## config.mk

```make
export PLATFORM = sky130hd
export DESIGN_NAME = rx_block_packer
export DESIGN_NICKNAME = d
export VERILOG_FILES = /design/src/rtl/rx_block_packer_pkg.sv /design/src/rtl/rx_idle_timer.sv /design/src/rtl/rx_block_packer.sv
export SDC_FILE = /design/constraint.sdc
export NUM_CORES = 1
export LEC_CHECK = 0
export ABC_AREA = 1
export ABC_CLOCK_PERIOD_IN_PS = 2800
export CAP_MARGIN = 20
export CORE_UTILIZATION = 40
export CTS_CLUSTER_SIZE = 10
export DETAILED_ROUTE_END_ITERATION = 8
export PLACE_DENSITY = 0.65
export SLEW_MARGIN = 20
export SYNTH_ARGS = -nofsm -noshare
export SYNTH_HDL_FRONTEND = slang
export SYNTH_SLANG_ARGS = --single-unit
```

## constraint.sdc

```tcl
create_clock -name clk_100MHz -period 2.8 [get_ports clk_100MHz]
set_input_delay 0.56 -clock clk_100MHz [delete_from_list [all_inputs] [get_ports clk_100MHz]]
set_output_delay 0.56 -clock clk_100MHz [all_outputs]
set_load 0.02 [all_outputs]
```

## src/rtl/rx_block_packer_pkg.sv

```systemverilog
// rx_block_packer_pkg
//   Definitions shared by the UART receive and transmit paths.
//   - Byte and block geometry. Byte lane 0 is the most-significant byte of a block.
//     The transmit byte FIFO uses the same byte order.
//   - The receive packer state encoding.
//   - The idle timeout for a 100 MHz system clock.
//   - A helper that maps a byte lane to its most-significant bit position.
package rx_block_packer_pkg;

  localparam int RX_DATA_SIZE      = 8;
  localparam int RX_WORDS          = 8;
  localparam int RX_BLOCK_W        = RX_DATA_SIZE * RX_WORDS;
  // 100 ms at 100 MHz.
  localparam int RX_TIMEOUT_100MHZ = 10_000_000;

  typedef enum logic {
    COLLECT = 1'b0,
    FULL    = 1'b1
  } pack_state_e;

  // Returns the MSB index of a byte lane. Lane 0 sits at the top of the block.
  function automatic int lane_msb(input int lane, input int data_size, input int words);
    return (words - lane) * data_size - 1;
  endfunction

endpackage

```

## src/rtl/rx_idle_timer.sv

```systemverilog
// rx_idle_timer
//   Idle counter for the receive packer. The counter is cleared to 0.
//   - It advances on every cycle that enable is high.
//   - When it reaches its terminal value, it gives a one-cycle expired pulse
//     and returns to 0.
//   - clear has priority over enable.
// Ports
//   clk_100MHz  in  system clock
//   reset       in  synchronous active-high reset
//   clear       in  return counter to 0 (a byte was accepted)
//   enable      in  count this cycle (partial block pending, no byte)
//   expired     out combinational pulse in the terminal cycle
module rx_idle_timer
  import rx_block_packer_pkg::*;
#(
  parameter int TIMEOUT_CYCLES = RX_TIMEOUT_100MHZ
) (
  input  logic clk_100MHz,
  input  logic reset,
  input  logic clear,
  input  logic enable,
  output logic expired
);

  localparam int CNT_W = (TIMEOUT_CYCLES > 2) ? $clog2(TIMEOUT_CYCLES) : 1;
  // The terminal value is TIMEOUT_CYCLES-2. The parent registers the expiry,
  // so the visible drop pulse lands exactly TIMEOUT_CYCLES cycles after
  // the last accepted byte.
  localparam logic [CNT_W-1:0] TERM = CNT_W'(TIMEOUT_CYCLES - 2);

  logic [CNT_W-1:0] cnt_q;
  logic [CNT_W-1:0] cnt_d;

  always_comb begin
    cnt_d   = cnt_q;
    expired = 1'b0;
    if (clear) begin
      cnt_d = '0;
    end else if (enable) begin
      if (cnt_q == TERM) begin
        cnt_d   = '0;
        expired = 1'b1;
      end else begin
        cnt_d = cnt_q + CNT_W'(1);
      end
    end
  end

  always_ff @(posedge clk_100MHz) begin
    if (reset) begin
      cnt_q <= '0;
    end else begin
      cnt_q <= cnt_d;
    end
  end

endmodule

```

## src/rtl/rx_block_packer.sv

```systemverilog
// rx_block_packer
//   Packs bytes from the UART receiver into one block for the decryption core.
//   - The first byte received becomes the most-significant byte of the block.
//   - A completed block is held until the consumer takes it.
//   - A byte that arrives while a block is held and not released is dropped.
//     The sticky overrun flag is then set.
//   - A partial block is discarded after an idle timeout.
// Ports
//   clk_100MHz    in  system clock
//   reset         in  synchronous active-high reset
//   rx_data       in  received byte
//   rx_valid      in  one-cycle strobe qualifying rx_data
//   block_ready   in  consumer accepts block_out this cycle
//   block_out     out assembled block (registered)
//   block_valid   out block_out holds a complete, unacknowledged block
//   byte_count    out bytes collected in the current partial block
//   overrun       out sticky; a byte was dropped because the block was held
//   partial_drop  out one-cycle pulse; a partial block timed out
//
// state   | meaning
// --------+--------------------------------------------------------------
// COLLECT | accepting bytes into lane byte_count
// FULL    | block complete, block_valid=1, waiting for block_ready
module rx_block_packer
  import rx_block_packer_pkg::*;
#(
  parameter int DATA_SIZE      = RX_DATA_SIZE,
  parameter int WORDS          = RX_WORDS,
  parameter int TIMEOUT_CYCLES = RX_TIMEOUT_100MHZ
) (
  input  logic                         clk_100MHz,
  input  logic                         reset,
  input  logic [DATA_SIZE-1:0]         rx_data,
  input  logic                         rx_valid,
  input  logic                         block_ready,
  output logic [DATA_SIZE*WORDS-1:0]   block_out,
  output logic                         block_valid,
  output logic [$clog2(WORDS)-1:0]     byte_count,
  output logic                         overrun,
  output logic                         partial_drop
);

  localparam int BLOCK_W = DATA_SIZE * WORDS;
  localparam int CNT_W   = $clog2(WORDS);
  localparam logic [CNT_W-1:0] LAST_LANE = CNT_W'(WORDS - 1);

  pack_state_e        state_q, state_d;
  logic [CNT_W-1:0]   byte_count_q, byte_count_d;
  logic [BLOCK_W-1:0] block_q, block_d;
  logic               overrun_q, overrun_d;
  logic               partial_drop_q, partial_drop_d;

  logic accept;
  logic last_byte;
  logic idle_en;
  logic expired;

  // State register.
  always_ff @(posedge clk_100MHz) begin
    if (reset) begin
      state_q <= COLLECT;
    end else begin
      state_q <= state_d;
    end
  end

  // Next-state logic. A release and a new block completion in the same
  // cycle can only happen when WORDS is 1. It is still handled.
  always_comb begin
    state_d = state_q;
    unique case (state_q)
      COLLECT: if (last_byte) state_d = FULL;
      FULL:    if (block_ready) state_d = last_byte ? FULL : COLLECT;
    endcase
  end

  // Outputs and control decoded from the current state.
  // In FULL, a strobe is taken only when the held block leaves in the same
  // cycle. That gives zero-bubble back-to-back blocks.
  always_comb begin
    block_valid = (state_q == FULL);
    accept      = rx_valid && ((state_q == COLLECT) || block_ready);
    last_byte   = accept && (byte_count_q == LAST_LANE);
    idle_en     = (state_q == COLLECT) && (byte_count_q != '0) && !rx_valid;
  end

  rx_idle_timer #(
    .TIMEOUT_CYCLES (TIMEOUT_CYCLES)
  ) u_idle_timer (
    .clk_100MHz (clk_100MHz),
    .reset      (reset),
    .clear      (accept),
    .enable     (idle_en),
    .expired    (expired)
  );

  // Datapath next values. byte_count is always 0 in FULL, so a byte taken
  // on release lands in lane 0 of the next block.
  always_comb begin
    block_d        = block_q;
    byte_count_d   = byte_count_q;
    overrun_d      = overrun_q;
    partial_drop_d = 1'b0;

    if (accept) begin
      block_d[lane_msb(int'(byte_count_q), DATA_SIZE, WORDS) -: DATA_SIZE] = rx_data;
      byte_count_d = last_byte ? '0 : byte_count_q + CNT_W'(1);
    end else if (expired) begin
      // Stale lanes stay in place; the next block overwrites them.
      byte_count_d   = '0;
      partial_drop_d = 1'b1;
    end

    if (rx_valid && !accept) begin
      overrun_d = 1'b1;
    end
  end

  always_ff @(posedge clk_100MHz) begin
    if (reset) begin
      byte_count_q   <= '0;
      block_q        <= '0;
      overrun_q      <= 1'b0;
      partial_drop_q <= 1'b0;
    end else begin
      byte_count_q   <= byte_count_d;
      block_q        <= block_d;
      overrun_q      <= overrun_d;
      partial_drop_q <= partial_drop_d;
    end
  end

  assign block_out    = block_q;
  assign byte_count   = byte_count_q;
  assign overrun      = overrun_q;
  assign partial_drop = partial_drop_q;

endmodule
```

==> results.txt, run 1 <==
- Total routing usage reported by global routing: 21.2%
- TritonCTS built the clock tree.
* Deepest clock path buffer count: 2
* Number of hold violations in the final report: 0
- First-pass detailed-route iteration total: 5
* Kind of cell with the highest combined delay on the critical path: simple AND/OR/NAND/NOR gates
* Worst Setup Start Kind: flip-flop
- Die area: 12200 um^2
- Yosys printed 0 warnings.
- After synthesis, the share of flip-flops with an asynchronous set or reset is 0%.
* Number of vias per cell: between 4 and 5
* Number of synthesized flops with an enable pin: 0
- Total standard cell area after synthesis: around 4700 um^2
- Setup crit end kind: flip-flop
- After detailed placement, the design holds a cell count of between 900 and 1000.
- Headroom to the max-slew limit came out at a little under half.
- Number of buffers inserted during clock tree synthesis: 9
* Total grt overflow: 0
- The number of antenna diodes in the final layout is 0.
* Crit-path most repeated cell: sky130_fd_sc_hd__nor2_1
* CTS Root Cell: sky130_fd_sc_hd__clkbuf_16
* Endpoint arrival time on the critical path: ~2.8 ns
- For this design the top-level I/O count stands at just over 80.
* Final min period: approximately 2.6 ns
- After detailed routing, the number of remaining DRC violations is 0.
- The library cell used most frequently in the layout, excluding fill and tap cells, is sky130_fd_sc_hd__nor2_1.
* Class of the most critical hold timing path: flip-flop to flip-flop
- Detailed-route wire length on metal 1: between 5000 and 6000 um
- Max-cap violations in this run came to 0.
- For the worst setup path, the data required time is 3.05 ns.
- Together, buffers and inverters on the worst path number 4.
- Setup CP Type: flip-flop to flip-flop
- Summing all flip-flop and latch instances after layout gives 1880 um^2.
* Non-Filler Cell Area, Final: between 5000 and 6000 um^2
- The number of antenna violations at the first check in global routing came to 0.
* Maximum number of pins on one net before global-route repair: a little under 70
- Number of buffers inserted for hold repair after clock tree synthesis: 0
* Ordered cell list for the critical path: inv_1 > ha_1 > ha_1 > inv_2 > nand2_1 > nor2_1 > nand2_4 > buf_4 > nand4_2 > clkinv_1 > nor2_1 > nor2_1
* Max-slew violation total from the final report: 0
* Total nets after synthesis: ~740
- Wire segments on met2 add up to 5950 um in the final route.
- For the pin with the worst max-slew slack, the measured transition is around 0.78 ns.
- Maximum clock skew at final layout: about 0.0038 ns
* HPWL after detailed placement: about 9000 um
- Post-synth cell types: 31
- Count of mapped cells out of synthesis: just over 700
* Result of the run: finished clean
* Power density normalized to cell area: about 560 nW/um^2
- Post-Layout Cell Count: 940
* Core area: between 10000 and 15000 um^2
- Clock tree synthesis found a total of 94 sinks.
- Core Rows: 39
- Clock-pin slew was measured on the worst setup and hold paths at around 0.06 ns.
- Part of the Yosys area used for sequential elements: around 40%
- Effective utilization at floorplan: between 40% and 50%
- DRT iter0 DRCs: about 290
* IO buf count: 81
- Uppermost layer routed: met4
- Post-detailed-route count of antenna-violating nets: 0
* Metal3 WL: approximately 570 um
- In this design, the stage delay of the slowest critical-path cell is between 0.4 and 0.5 ns.
* Via count of the first global-routing pass: around 4200
- In this run the number of H-tree levels came out at 3.
- Total cell area at the placement stage: 5620 um^2
* Last weighted congestion value of the routability-driven placer: 0.876
- Across the VDD grid, the largest voltage drop is around 0.00028 V.
* Top_reg_cell synth: sky130_fd_sc_hd__dfxtp_1
- Area of combinational cells with multiple inputs: approximately 2400 um^2
* Part of the cycle the worst path needs: 92.5%
* Vertical die dimension: between 100 and 150 um
- Flop2flop setup slack: ~0.21 ns
- Number of fillers in the final layout: between 1000 and 1500
* Max stage delay cell, worst path: sky130_fd_sc_hd__dfxtp_1
- Routed wire per std cell: between 10 and 15 um
* Flip-flop and latch count after synthesis: 94
- Setup violations remaining at the end of the flow were counted as 0.
* Via count: roughly 4500
- Global-route wire length before repair: approximately 20000 um
- The clock reaches the later pin of the worst-skew pair after ~0.35 ns.
- Relative area change from synthesis to final layout: 26.5%
* Total wire length: between 10000 and 15000 um
- Pwr Total: approximately 3.3 mW
- Top fanout value on the critical path: 13
- The analysis attributes to cell leakage a power of ~2.5 nW.
* Layout Nets: between 800 and 900
- In the layout the commonest cells are sky130_fd_sc_hd__nor2_1, sky130_fd_sc_hd__nand2_1, sky130_fd_sc_hd__dfxtp_1.
- Dividing the synthesized area by the synthesized cell count gives between 6 and 7 um^2.
- Die X: roughly 110 um
- Static timing analysis puts the maximum clock frequency at between 300 and 400 MHz.
- The post-route netlist has under 10% of its cells at a drive strength greater than 1.
-- metal layers --
| layer | track usage, % | vias to the layer above |
|---|---|---|
| li1 | - | 2364 |
| met1 | 26.8 | 2039 |
| met2 | 35.2 | 101 |
| met3 | 4.94 | 15 |
| met4 | 7.80 | 0 |
| met5 | 0 | - |
-- per-stage QoR --
stage               setup WS (ns)  setup TNS (ns)  hold WS, ns  util [%]
floorplan                   0.476               0        0.471         -
global placement            0.260               0        0.452      49.2
detailed placement          0.171               0        0.457      49.2
CTS                         0.153               0        0.473      51.8
global route              -0.0124         -0.0124        0.491      52.0
finish                      0.209               0        0.472      52.0
-- state kept, by name (all words and copies together) (netlist names) --
register / flops
u_idle_timer.cnt_q: 24
overrun: 1
block_valid: 1
block_out: 64
byte_count: 3
partial_drop: 1
-- final timing paths --
kind / cells after the start / from / end
setup reg to reg: 12 / byte_count[1] / block_out[25]
hold / removal: 1 / overrun / overrun
hold reg to reg: 1 / overrun / overrun
setup / recovery: 12 / byte_count[1] / block_out[25]
-- worst register-to-register path: stages (launching register included) --
cell and delay, ns:
sky130_fd_sc_hd__dfxtp_1 0.41, sky130_fd_sc_hd__inv_1 0.15, sky130_fd_sc_hd__ha_1 0.28, sky130_fd_sc_hd__ha_1 0.36, sky130_fd_sc_hd__inv_2 0.09, sky130_fd_sc_hd__nand2_1 0.08, sky130_fd_sc_hd__nor2_1 0.20, sky130_fd_sc_hd__nand2_4 0.15
sky130_fd_sc_hd__buf_4 0.21, sky130_fd_sc_hd__nand4_2 0.21, sky130_fd_sc_hd__clkinv_1 0.16, sky130_fd_sc_hd__nor2_1 0.12, sky130_fd_sc_hd__nor2_1 0.06
-- kinds of logic after synthesis --
logic type	count (synthesis)	share of synthesized area, %
DFF	94	40.1
adders and majority gates	10	2.66
buffers and inverters	99	8.66
xor gates and xnor gates	8	1.65
and+or+nand+nor	472	42.9
AOI/OAI and AO/OA	31	4.10
-- cell usage after synthesis, drive strengths merged (8+ instances only) --
library cell	number	area, um^2
buf	12	80.1
clkbuf	9	33.8
nand4	9	75.1
nand3	67	350
nor2	211	807
nand2	166	628
ha	10	125
inv	74	278
o21bai	13	97.6
dfxtp	94	1880
o21ai	8	40.0
a21oi	8	40.0
nor3	15	125
-- where the power goes --
part / internal, mW / switching, mW / leakage (nW) / total [mW]
Combinational: 0.217 / 0.419 / 1.60 / 0.637
Sequential: 1.39 / 0.0298 / 0.760 / 1.42
Clock: 0.736 / 0.517 / 0.152 / 1.25
Total: 2.34 / 0.966 / 2.51 / 3.31
-- timing repair --
item,CTS,global route
gates resized for setup,0,4
setup endpoints to repair,0,23
setup buffers,0,1
-- layout make-up --
class | count | share of cell area [%]
clock inverters | 4 | 0.758
clock buffers | 12 | 4.32
flip-flops and latches | 94 | 31.7
well taps | 143 | 3.01
inverters | 78 | 4.93
multi-input cells | 521 | 40.7
repair buffers | 88 | 14.7
Power figures use the tool's default switching activity.
==> run 2: changes to the inputs <==
CTS_CLUSTER_SIZE = default   (was 10)
==> results of run 2 <==
Same layout as run 1: the final DEF is identical, and so are final timing and power.
